===== config.mk =====
export PLATFORM = sky130hd
export DESIGN_NAME = scr1_timer_capture_flat
export DESIGN_NICKNAME = d
export VERILOG_FILES = /design/src/rtl/scr1_tcap_pkg.sv /design/src/rtl/scr1_timer_capture_if.sv /design/src/rtl/scr1_tcap_fifo.sv /design/src/rtl/scr1_timer_capture.sv /design/src/flat_wrapper.sv
export SDC_FILE = /design/constraint.sdc
export NUM_CORES = 1
export LEC_CHECK = 0
export CAP_MARGIN = 20
export CORE_ASPECT_RATIO = 0.5
export CORE_MARGIN = 2
export CORE_UTILIZATION = 30
export DETAILED_ROUTE_END_ITERATION = 10
export SLEW_MARGIN = 25
export SYNTH_ARGS = -nofsm -noshare
export SYNTH_HDL_FRONTEND = slang
export SYNTH_SLANG_ARGS = --single-unit

===== constraint.sdc =====
create_clock -name clk -period 10.81 [get_ports clk]
set_input_delay 3.243 -clock clk [delete_from_list [all_inputs] [get_ports clk]]
set_output_delay 3.243 -clock clk [all_outputs]
set_load 0.02 [all_outputs]

===== src/rtl/scr1_tcap_pkg.sv =====
// Shared definitions for the timer input-capture unit: dmem encodings,
// register offsets, CTRL/STATUS bit positions and the FIFO entry type.
package scr1_tcap_pkg;

  localparam int unsigned SCR1_DMEM_AWIDTH = 32;

  localparam logic       SCR1_MEM_CMD_RD       = 1'b0;
  localparam logic       SCR1_MEM_CMD_WR       = 1'b1;
  localparam logic [1:0] SCR1_MEM_WIDTH_WORD   = 2'b10;
  localparam logic [1:0] SCR1_MEM_RESP_NOTRDY  = 2'b00;
  localparam logic [1:0] SCR1_MEM_RESP_RDY_OK  = 2'b01;
  localparam logic [1:0] SCR1_MEM_RESP_RDY_ER  = 2'b10;

  localparam logic [4:0] SCR1_TCAP_ADDR_CTRL    = 5'h00;
  localparam logic [4:0] SCR1_TCAP_ADDR_STATUS  = 5'h04;
  localparam logic [4:0] SCR1_TCAP_ADDR_DATA_LO = 5'h08;
  localparam logic [4:0] SCR1_TCAP_ADDR_DATA_HI = 5'h0C;
  localparam logic [4:0] SCR1_TCAP_ADDR_DATA_CH = 5'h10;

  localparam int SCR1_TCAP_CTRL_EN     = 0;
  localparam int SCR1_TCAP_CTRL_IRQ_EN = 1;
  localparam int SCR1_TCAP_CTRL_CH_EN  = 4;
  localparam int SCR1_TCAP_CTRL_POL    = 8;

  localparam int SCR1_TCAP_STATUS_CNT   = 0;
  localparam int SCR1_TCAP_STATUS_EMPTY = 8;
  localparam int SCR1_TCAP_STATUS_FULL  = 9;
  localparam int SCR1_TCAP_STATUS_OVF   = 10;

  typedef struct packed {
    logic [1:0]  ch;
    logic [63:0] ts;
  } type_scr1_tcap_entry_s;

endpackage


===== src/rtl/scr1_timer_capture_if.sv =====
// dmem-style slave bus shared with the memory-mapped timer.
interface scr1_timer_capture_if
  import scr1_tcap_pkg::*;
();
  logic                        dmem_req;
  logic                        dmem_cmd;
  logic [1:0]                  dmem_width;
  logic [SCR1_DMEM_AWIDTH-1:0] dmem_addr;
  logic [31:0]                 dmem_wdata;
  logic                        dmem_req_ack;
  logic [31:0]                 dmem_rdata;
  logic [1:0]                  dmem_resp;

  modport master (
    output dmem_req, dmem_cmd, dmem_width, dmem_addr, dmem_wdata,
    input  dmem_req_ack, dmem_rdata, dmem_resp
  );

  modport slave (
    input  dmem_req, dmem_cmd, dmem_width, dmem_addr, dmem_wdata,
    output dmem_req_ack, dmem_rdata, dmem_resp
  );
endinterface


===== src/rtl/scr1_tcap_fifo.sv =====
// Synchronous capture FIFO; push while full is accepted only alongside a pop,
// pop while empty is ignored.
module scr1_tcap_fifo
  import scr1_tcap_pkg::*;
#(
  parameter int unsigned DEPTH = 4
) (
  input  logic                      clk,
  input  logic                      rst,
  input  logic                      push,
  input  logic                      pop,
  input  type_scr1_tcap_entry_s     wdata,
  output type_scr1_tcap_entry_s     rdata,
  output logic                      full,
  output logic                      empty,
  output logic [$clog2(DEPTH):0]    count
);
  localparam int unsigned PTR_W = $clog2(DEPTH);

  type_scr1_tcap_entry_s mem [DEPTH];
  logic [PTR_W-1:0]      wr_ptr;
  logic [PTR_W-1:0]      rd_ptr;
  logic                  do_push;
  logic                  do_pop;

  assign empty   = (count == '0);
  assign full    = (count == ($clog2(DEPTH)+1)'(DEPTH));
  assign do_pop  = pop & ~empty;
  assign do_push = push & (~full | do_pop);
  assign rdata   = mem[rd_ptr];

  // NOTE: state registers use <= so every flop samples pre-edge values.
  always_ff @(posedge clk) begin
    if (rst) begin
      wr_ptr <= '0;
      rd_ptr <= '0;
      count  <= '0;
    end else begin
      if (do_push) wr_ptr <= wr_ptr + 1'b1;
      if (do_pop)  rd_ptr <= rd_ptr + 1'b1;
      case ({do_push, do_pop})
        2'b10:   count <= count + 1'b1;
        2'b01:   count <= count - 1'b1;
        default: count <= count;
      endcase
    end
  end

  // NOTE: storage is not reset; count gates every read, so stale words are never visible.
  always_ff @(posedge clk) begin
    if (do_push) mem[wr_ptr] <= wdata;
  end

endmodule


===== src/rtl/scr1_timer_capture.sv =====
// Input-capture unit: timestamps pin edges with timer_val into a FIFO read over dmem.
// Optional glitch filter on each channel: define SCR1_TCAP_FILTER_EN.
module scr1_timer_capture
  import scr1_tcap_pkg::*;
#(
  parameter int unsigned CAP_CH_NUM = 2,
  parameter int unsigned FIFO_DEPTH = 4
) (
  input  logic                  clk,
  input  logic                  rst,
  input  logic [CAP_CH_NUM-1:0] cap_in,
  input  logic [63:0]           timer_val,
  scr1_timer_capture_if.slave   dmem_if,
  output logic                  cap_irq
);
  localparam int unsigned CNT_W = $clog2(FIFO_DEPTH) + 1;

  logic                  ctrl_en, ctrl_irq_en, ovf;
  logic [CAP_CH_NUM-1:0] ch_en, ch_pol, ch_act;
  logic [CAP_CH_NUM-1:0] sync_ff1, sync_ff2, prev_lvl, cap_lvl, det, edge_q, pend, grant;
  logic [63:0]           hold [CAP_CH_NUM];
  logic                  req_valid, rd_req, wr_req, fifo_pop, push_en;
  logic                  fifo_full, fifo_empty;
  logic [CNT_W-1:0]      fifo_cnt;
  logic [4:0]            addr;
  logic [31:0]           rd_data;
  logic [1:0]            push_ch;
  logic [63:0]           push_ts;
  logic                  unused_bus;
  type_scr1_tcap_entry_s push_entry, head;

  assign addr       = dmem_if.dmem_addr[4:0];
  assign unused_bus = ^{dmem_if.dmem_addr, dmem_if.dmem_wdata};
  assign req_valid  = dmem_if.dmem_req & (dmem_if.dmem_width == SCR1_MEM_WIDTH_WORD)
                    & (addr[1:0] == 2'b00) & (addr <= SCR1_TCAP_ADDR_DATA_CH);
  assign rd_req     = req_valid & (dmem_if.dmem_cmd == SCR1_MEM_CMD_RD);
  assign wr_req     = req_valid & (dmem_if.dmem_cmd == SCR1_MEM_CMD_WR);
  assign fifo_pop   = rd_req & (addr == SCR1_TCAP_ADDR_DATA_HI);
  assign ch_act     = ch_en & {CAP_CH_NUM{ctrl_en}};
  assign dmem_if.dmem_req_ack = 1'b1;

  always_ff @(posedge clk) begin
    if (rst) begin
      sync_ff1 <= '0;
      sync_ff2 <= '0;
      prev_lvl <= '0;
      edge_q   <= '0;
    end else begin
      sync_ff1 <= cap_in;
      sync_ff2 <= sync_ff1;
      prev_lvl <= cap_lvl;
      edge_q   <= det;
    end
  end

`ifdef SCR1_TCAP_FILTER_EN
  logic [CAP_CH_NUM-1:0] hist1, hist2;
  always_ff @(posedge clk) begin
    if (rst) begin
      hist1 <= '0;
      hist2 <= '0;
    end else begin
      hist1 <= sync_ff2;
      hist2 <= hist1;
    end
  end
  // Level moves only when three consecutive samples agree, otherwise it holds.
  assign cap_lvl = (sync_ff2 & hist1 & hist2) | (prev_lvl & (sync_ff2 | hist1 | hist2));
`else
  assign cap_lvl = sync_ff2;
`endif

  assign det = ((cap_lvl & ~prev_lvl & ~ch_pol) | (~cap_lvl & prev_lvl & ch_pol)) & ch_act;

  // A full FIFO still accepts a push when the head leaves in the same cycle.
  assign push_en = (|pend) & (~fifo_full | (fifo_pop & ~fifo_empty));
  assign grant   = pend & (~pend + 1'b1) & {CAP_CH_NUM{push_en}};

  // NOTE: every always_comb output gets a default first so no latch is inferred.
  always_comb begin
    push_ch = '0;
    push_ts = '0;
    for (int i = CAP_CH_NUM - 1; i >= 0; i--) begin
      if (pend[i]) begin
        push_ch = 2'(i);
        push_ts = hold[i];
      end
    end
  end

  assign push_entry.ch = push_ch;
  assign push_entry.ts = push_ts;

  always_ff @(posedge clk) begin
    if (rst) begin
      pend <= '0;
      ovf  <= 1'b0;
      for (int i = 0; i < CAP_CH_NUM; i++) hold[i] <= '0;
    end else begin
      for (int i = 0; i < CAP_CH_NUM; i++) begin
        if (!ch_act[i]) begin
          pend[i] <= 1'b0;
        end else if (edge_q[i] && !pend[i]) begin
          pend[i] <= 1'b1;
          hold[i] <= timer_val;
        end else if (grant[i]) begin
          pend[i] <= 1'b0;
        end
      end
      if (|(edge_q & pend & ch_act)) begin
        ovf <= 1'b1;
      end else if (wr_req && addr == SCR1_TCAP_ADDR_STATUS
                   && dmem_if.dmem_wdata[SCR1_TCAP_STATUS_OVF]) begin
        ovf <= 1'b0;
      end
    end
  end

  always_ff @(posedge clk) begin
    if (rst) begin
      ctrl_en     <= 1'b0;
      ctrl_irq_en <= 1'b0;
      ch_en       <= '0;
      ch_pol      <= '0;
    end else if (wr_req && addr == SCR1_TCAP_ADDR_CTRL) begin
      ctrl_en     <= dmem_if.dmem_wdata[SCR1_TCAP_CTRL_EN];
      ctrl_irq_en <= dmem_if.dmem_wdata[SCR1_TCAP_CTRL_IRQ_EN];
      ch_en       <= dmem_if.dmem_wdata[SCR1_TCAP_CTRL_CH_EN +: CAP_CH_NUM];
      ch_pol      <= dmem_if.dmem_wdata[SCR1_TCAP_CTRL_POL +: CAP_CH_NUM];
    end
  end

  scr1_tcap_fifo #(.DEPTH(FIFO_DEPTH)) u_fifo (
    .clk   (clk),
    .rst   (rst),
    .push  (push_en),
    .pop   (fifo_pop),
    .wdata (push_entry),
    .rdata (head),
    .full  (fifo_full),
    .empty (fifo_empty),
    .count (fifo_cnt)
  );

  always_comb begin
    rd_data = '0;
    case (addr)
      SCR1_TCAP_ADDR_CTRL: begin
        rd_data[SCR1_TCAP_CTRL_EN]                  = ctrl_en;
        rd_data[SCR1_TCAP_CTRL_IRQ_EN]              = ctrl_irq_en;
        rd_data[SCR1_TCAP_CTRL_CH_EN +: CAP_CH_NUM] = ch_en;
        rd_data[SCR1_TCAP_CTRL_POL +: CAP_CH_NUM]   = ch_pol;
      end
      SCR1_TCAP_ADDR_STATUS: begin
        rd_data[SCR1_TCAP_STATUS_CNT +: CNT_W] = fifo_cnt;
        rd_data[SCR1_TCAP_STATUS_EMPTY]        = fifo_empty;
        rd_data[SCR1_TCAP_STATUS_FULL]         = fifo_full;
        rd_data[SCR1_TCAP_STATUS_OVF]          = ovf;
      end
      SCR1_TCAP_ADDR_DATA_LO: if (!fifo_empty) rd_data = head.ts[31:0];
      SCR1_TCAP_ADDR_DATA_HI: if (!fifo_empty) rd_data = head.ts[63:32];
      SCR1_TCAP_ADDR_DATA_CH: if (!fifo_empty) rd_data = {30'b0, head.ch};
      default: rd_data = '0;
    endcase
  end

  always_ff @(posedge clk) begin
    if (rst) begin
      dmem_if.dmem_resp  <= SCR1_MEM_RESP_NOTRDY;
      dmem_if.dmem_rdata <= '0;
      cap_irq            <= 1'b0;
    end else begin
      dmem_if.dmem_resp  <= !dmem_if.dmem_req ? SCR1_MEM_RESP_NOTRDY
                          : req_valid         ? SCR1_MEM_RESP_RDY_OK
                          :                     SCR1_MEM_RESP_RDY_ER;
      dmem_if.dmem_rdata <= rd_req ? rd_data : '0;
      cap_irq            <= ctrl_irq_en & ~fifo_empty;
    end
  end

endmodule

===== src/flat_wrapper.sv =====
// flat-port wrapper written by rule: the top's interface ports become plain ports
module scr1_timer_capture_flat import scr1_tcap_pkg::*;
#(
  parameter int unsigned CAP_CH_NUM = 2,
  parameter int unsigned FIFO_DEPTH = 4
)
  (clk, rst, cap_in, timer_val, cap_irq, dmem_if_dmem_req, dmem_if_dmem_cmd, dmem_if_dmem_width, dmem_if_dmem_addr, dmem_if_dmem_wdata, dmem_if_dmem_req_ack, dmem_if_dmem_rdata, dmem_if_dmem_resp);
  scr1_timer_capture_if dmem_if_i ();
  input  logic clk;
  input  logic rst;
  input  logic [CAP_CH_NUM-1:0] cap_in;
  input  logic [63:0] timer_val;
  output logic cap_irq;
  input wire logic [$bits(dmem_if_i.dmem_req)-1:0] dmem_if_dmem_req;
  input wire logic [$bits(dmem_if_i.dmem_cmd)-1:0] dmem_if_dmem_cmd;
  input wire logic [$bits(dmem_if_i.dmem_width)-1:0] dmem_if_dmem_width;
  input wire logic [$bits(dmem_if_i.dmem_addr)-1:0] dmem_if_dmem_addr;
  input wire logic [$bits(dmem_if_i.dmem_wdata)-1:0] dmem_if_dmem_wdata;
  output wire logic [$bits(dmem_if_i.dmem_req_ack)-1:0] dmem_if_dmem_req_ack;
  output wire logic [$bits(dmem_if_i.dmem_rdata)-1:0] dmem_if_dmem_rdata;
  output wire logic [$bits(dmem_if_i.dmem_resp)-1:0] dmem_if_dmem_resp;
  assign dmem_if_i.dmem_req = dmem_if_dmem_req;
  assign dmem_if_i.dmem_cmd = dmem_if_dmem_cmd;
  assign dmem_if_i.dmem_width = dmem_if_dmem_width;
  assign dmem_if_i.dmem_addr = dmem_if_dmem_addr;
  assign dmem_if_i.dmem_wdata = dmem_if_dmem_wdata;
  assign dmem_if_dmem_req_ack = dmem_if_i.dmem_req_ack;
  assign dmem_if_dmem_rdata = dmem_if_i.dmem_rdata;
  assign dmem_if_dmem_resp = dmem_if_i.dmem_resp;
  scr1_timer_capture #(.CAP_CH_NUM(CAP_CH_NUM), .FIFO_DEPTH(FIFO_DEPTH)) u_core (.clk(clk), .rst(rst), .cap_in(cap_in), .timer_val(timer_val), .dmem_if(dmem_if_i), .cap_irq(cap_irq));
endmodule

==> run_results.csv, run 1 <==
group,metric,value,unit
clocking,numCtsBuffers,45,
yosys,synth_nets,1049,
placed_design,dp_hpwl,18400,um
pwr,ir_drop,0.1034,mV
yosys,ys_top_cells_by_count,"388 x edfxtp_1, 70 x and2_1, 65 x mux4_2, 64 x a22o_1, 61 x dfxtp_1",
placed_design,place_ws,3.998,ns
sta,setup_viol,0,
drt,wl_per_cell,19.05,um
sta,holdWs,0.4581,ns
finish,utilization,36.60,%
clocking,cts_setup_buffers,0,
floorplan,fp.dieW,339.1,um
yosys,synth_top_family_by_area,"multiplexers",
clocking,cts_htree_levels,2,
clocking,cts_hold_buf,0,
global_route,overflow,0,
drt,firstDrtPassIters,5,
yosys,syn_avg_cell_area,18.57,um2
placed_design,numPortBuffers,118,
floorplan,placementRows,61,
drt,routed_wl,34750,um
worst_setup_path,end_kind,"flip-flop",
clocking,clockRootBuffer,"clkbuf_16",
yosys,ys_seq_elements,449,
pwr,leakage,6.908,nW
worst_setup_path,r2r-end,"u_core.u_fifo.mem[2][34]",
global_route,antenna_found_initial,0,
sta,finalWorstSetupSlack,4.805,ns
sta,fin_setup_tns,0,ns
finish,stdcell_count,1824,
yosys,synthFlopType,"edfxtp_1",
yosys,seq_area_frac_synth,76.43,%
worst_setup_path,cp_max_fo,47,
worst_setup_path,crit_path_end,"u_core.u_fifo.mem[2][34]",
finish,fillers,5071,
finish,n_antenna_cell,0,
worst_setup_path,worstPathRequired,11.01,ns
sta,min_period,6.005,ns
worst_setup_path,cp_slowest_cell,"clkdlybuf4s50_1",
yosys,synth-xor-area-share,0.1040,%
global_route,grt_first_pass_wirelength,52010,um
clocking,ctsResizeCount,0,
yosys,synth.area.top_cells,"edfxtp_1 69%, mux4_2 8.7%, dfxtp_1 7.3%",
drt,via_per_inst,4.682,
sta,period_share,55.55,%
finish,drive_gt1_share,14.79,%
yosys,synthAdderAreaFrac,0.4903,%
clocking,cts.sinks,449,
drt,ant_nets,0,
sta,maxSlewViolCount,0,
finish,multi_input_area,0.003751,mm2
pwr,power,3.400,mW
placed_design,dpl_cell_area,0.01889,mm2
global_route,gr-usage-all-layers,11.63,%
sta,fmax,166.5,MHz
worst_setup_path,cp-start-kind,"input pin",
worst_setup_path,crit_type,"input pin to flip-flop",
sta,finClkSkew,0.02249,ns
worst_setup_path,rrSetupSlack,7.81,ns
pwr,powerDensity,167.4,mW/mm2
yosys,synth.area.mux_share,9.131,%
worst_setup_path,startpoint,"dmem_if_dmem_addr[2]",
worst_setup_path,rr_worst_depth,6,
floorplan,pin_count,172,
yosys,yosys.area_share.simple,6.040,%
placed_design,place_congestion,0.8073,
worst_setup_path,cpPeakStageDelay,0.77,ns
clocking,cts_tree,"done",
sta,hold_violations,0,
worst_setup_path,crit_buf_inv,3,
finish,postLayoutCellArea,0.02031,mm2
sta,rsz0062_at_grt,"no",
sta,tightest_slew,1.033,ns
yosys,yosysUniqueCellTypes,47,
yosys,yosysTopAreaCell,"edfxtp_1",
yosys,synth-compound-area-share,6.226,%
clocking,clk_pin_slew,0.06,ns
drt,drt_iter0_drc,696,
worst_setup_path,cpLargestDelayFamily,"buffers and inverters",
yosys,netlist_instances,907,
finish,final-seq-area,0.01288,mm2
yosys,synthDominantCellAreaShare,69.18,%
run,maxCapViolCount,0,
global_route,first_global_vias,8949,
yosys,netlist_area,0.01684,mm2
worst_hold_path,hold_class,"flip-flop to flip-flop",
drt,drc,0,
worst_setup_path,cp_data_arrival_time,6.21,ns
worst_setup_path,path_depth,7,
sta,maxSlewHeadroom,31.15,%
yosys,ys_warn_count,0,
finish,layout.nets,1176,
clocking,cts_buffer_depth,3,
clocking,clock_latency,0.54,ns
yosys,synth_most_common_cell,"edfxtp_1",
floorplan,die-area,0.05816,mm2
yosys,async_reset_ff_share,0,%
yosys,synth-edff-count,388,
finish,syn_to_final_growth,20.58,%
floorplan,initial_utilization,30.35,%
drt,num_vias,8540,
floorplan,dieHeight,171.5,um
floorplan,core-area,0.05549,mm2
worst_setup_path,r2r_start,"u_core.pend[0]",
global_route,grt_max_degree,71,
outcome,status,"complete, no violations",
placed_design,placedCellCount,1742,
worst_setup_path,path_cells,"clkdlybuf4s50_1 -> or2_4 -> a211o_4 -> o21bai_1 -> and2_2 -> buf_4 -> buf_16",
## power by group
part           leakage, nW  total [mW]  switching [mW]  internal, mW
logic                 1.58      0.0582          0.0269        0.0313
registers             4.67        1.88         0.00523          1.88
clock network        0.658        1.46           0.615         0.843
total                 6.91        3.40           0.647          2.75
## area by class of cell
type                    instances  area share (%)
flip-flops and latches        449           63.42
multi-input cells             399           18.47
repair buffers                132           6.562
clock buffers                  64           6.094
well taps                     756           4.658
clock inverters                17          0.6654
inverters                       7          0.1294
## flip-flops by register name, summed over array words and instances, names as in the netlist, 3 cells and up, named ones only
signal and count:
u_core.u_fifo.mem 260, u_core.dmem_if.dmem_rdata 32, u_core.u_fifo.count 3, u_core.hold 128
## kinds of logic after synthesis
family / after synthesis
buf+inv: 59
simple gates: 181
compound gates: 137
fa+ha+maj: 6
mux: 72
other cells: 1
flops: 449
xor+xnor: 2
## metal layers
metal	global-route usage (%)	share of wire, %	vias up
met5	0	0	-
met4	3.304	1.9	0
met3	1.868	3.9	47
met2	22.33	55	169
met1	13.45	40	4464
li1	-	-	3860
## placed cells by master, fill, tap and decap left out, drive strengths merged, types with 5 or more instances in the layout
master         instances
nand2                 11
dfxtp                 61
nand3                 16
mux4                  65
clkdlybuf4s50        117
o21ai                 14
edfxtp               388
a211oi                 5
clkinv                11
a22o                  64
nor2                  41
nor2b                 10
clkbuf                64
buf                   15
a22oi                 28
nor3                   6
inv                    9
a21oi                 16
ha                     5
and2                  70
## worst register-to-register path, delay by kind of cell (launching register included)
kind	cells	cell delay, ns
AO/OA/AOI/OAI	2	0.68
buffers and inverters	3	1.34
flip-flops	1	0.31
AND/OR/NAND/NOR	1	0.23
## how the worst min path moves through the flow
stage / startpoint / to / slack, ns / depth (start not counted)
after floorplan: u_core.sync_ff1[0] / u_core.cap_lvl[0] / 0.41 / 1
after CTS: u_core.sync_ff1[0] / u_core.cap_lvl[0] / 0.47 / 1
final: u_core.sync_ff1[1] / u_core.cap_lvl[1] / 0.46 / 1
after global placement: u_core.sync_ff1[0] / u_core.cap_lvl[0] / 0.44 / 1
after detailed placement: u_core.sync_ff1[0] / u_core.cap_lvl[0] / 0.44 / 1
after global routing: u_core.sync_ff1[0] / u_core.cap_lvl[0] / 0.47 / 1
Power figures use the tool's default switching activity.
==> run 2, diff against run 1 <==
clock period = 5.9 ns   (was 10.81 ns; I/O delays follow)
==> run 2 against run 1 <==
Setup slack got worse by 3.3 ns. Highest routed layer unchanged. Clock skew fell by 0.0076 ns. Clock power rose by 73%. First-iteration DRC count fell by 8.0%. Critical path type unchanged. Via count fell by 0.81%. Clock-buffer cell count rose by 1. Critical endpoint is now u_core.u_fifo.count[2]. Die area did not move.
==> run_results.csv, run 2 (synthesized netlist as in run 1, its figures left out) <==
group,metric,value,unit
finish,largest_reg_flops,260,
worst_setup_path,cpMostUsedCell,"inv_1",
finish,final_cell_mix,"388 x edfxtp_1, 118 x clkdlybuf4s50_1, 66 x and2_1, 65 x mux4_2, 64 x a22o_1",
worst_setup_path,cpPeakStageDelay,0.79,ns
floorplan,pin_count,172,
pwr,powerDensity,300.2,mW/mm2
sta,finalWorstSetupSlack,1.517,ns
finish,reg_top3,"u_core.u_fifo.mem (260), u_core.hold (128), u_core.dmem_if.dmem_rdata (32)",
clocking,cts_htree_levels,2,
clocking,clk_pin_slew,0.06,ns
pwr,ir_drop,0.1795,mV
floorplan,placementRows,61,
worst_setup_path,end_kind,"flip-flop",
worst_setup_path,cp_max_fo,15,
sta,hold_violations,0,
clocking,ctsResizeCount,0,
clocking,clock_latency,0.55,ns
sta,setup_viol,0,
global_route,grt_first_pass_wirelength,51350,um
placed_design,place_ws,0.9844,ns
sta,tightest_slew,1.044,ns
pwr,leakage,6.892,nW
clocking,cts_buffer_depth,3,
drt,via_per_inst,4.642,
sta,holdWs,0.4453,ns
sta,fmax,228.2,MHz
worst_setup_path,path_cells,"clkdlybuf4s50_1 -> nor4b_2 -> o2111ai_1 -> o21bai_1 -> inv_1 -> ha_1 -> inv_1 -> fa_1 -> xor2_1 -> or3_1 -> a21oi_1",
worst_setup_path,crit_type,"input pin to flip-flop",
worst_setup_path,cpLargestDelayFamily,"buffers and inverters",
floorplan,initial_utilization,30.35,%
finish,layout.nets,1178,
sta,rsz0062_at_grt,"no",
global_route,first_global_vias,8947,
pwr,power,6.087,mW
drt,firstDrtPassIters,5,
clocking,numCtsBuffers,44,
sta,finClkSkew,0.01492,ns
drt,drt_iter0_drc,640,
clocking,cts_tree,"done",
finish,layout_commonest_cell,"edfxtp_1",
clocking,cts.sinks,449,
sta,maxSlewHeadroom,30.43,%
drt,ant_nets,0,
worst_setup_path,cp_data_arrival_time,4.85,ns
placed_design,numPortBuffers,118,
outcome,status,"complete, no violations",
run,maxCapViolCount,0,
sta,fin_setup_tns,0,ns
placed_design,place_congestion,0.8250,
sta,min_period,4.383,ns
worst_setup_path,cp-start-kind,"input pin",
floorplan,dieHeight,171.5,um
worst_setup_path,worstPathRequired,6.37,ns
global_route,antenna_found_initial,1,
global_route,grt_max_degree,66,
drt,drc,0,
sta,maxSlewViolCount,0,
sta,period_share,74.28,%
worst_setup_path,cp_slowest_cell,"clkdlybuf4s50_1",
drt,routed_wl,33710,um
floorplan,core-area,0.05549,mm2
clocking,cts_setup_buffers,0,
global_route,gr-usage-all-layers,11.43,%
floorplan,fp.dieW,339.1,um
worst_setup_path,crit_buf_inv,3,
finish,syn_to_final_growth,20.38,%
drt,num_vias,8471,
placed_design,dp_hpwl,19160,um
floorplan,die-area,0.05816,mm2
clocking,cts_hold_buf,0,
drt,wl_per_cell,18.47,um
finish,drive_gt1_share,14.70,%
finish,largest-register,"u_core.u_fifo.mem",
global_route,overflow,0,
worst_hold_path,hold_class,"flip-flop to flip-flop",
clocking,clockRootBuffer,"clkbuf_16",
run 2: per-layer routing:
metal / GRT usage, % / up-vias / part of all wire (%)
met3: 1.824 / 45 / 3.9
li1: - / 3865 / -
met2: 22.10 / 159 / 55
met1: 13.14 / 4402 / 39
met5: 0 / - / 0
met4: 3.072 / 0 / 1.6
run 2: final cells by class:
cell class,instances,area [um2]
inverters,7,26.28
flip-flops and latches,449,12880
well taps,756,945.9
diodes,1,2.502
clock buffers,65,1226
repair buffers,135,1371
clock inverters,13,71.32
fillers,5070,35210
multi-input cells,399,3751
run 2: power by group:
group | switching [mW] | total (mW) | internal, mW
registers | 0.00917 | 3.45 | 3.44
logic | 0.0463 | 0.104 | 0.0581
clock network | 1.09 | 2.53 | 1.44
run 2: per-stage QoR:
stage,instance area [um2],std cells,utilization [%]
2_1_floorplan,16840,907,-
3_3_place_gp,18950,1745,34.16
3_5_place_dp,18970,1746,34.19
4_1_cts,20270,1824,36.53
5_1_grt,20270,1824,36.53
6_report,20270,1825,36.54
run 2: final timing paths:
kind / cells past startpoint / to / startpoint / slack, ns
setup / recovery: 11 / u_core.u_fifo.count[2] / dmem_if_dmem_addr[3] / 1.52
hold / removal: 1 / u_core.cap_lvl[1] / u_core.sync_ff1[1] / 0.45
setup reg to reg: 5 / u_core.dmem_if.dmem_rdata[1] / flip-flop / 3.05
hold reg to reg: 1 / u_core.cap_lvl[1] / u_core.sync_ff1[1] / 0.45
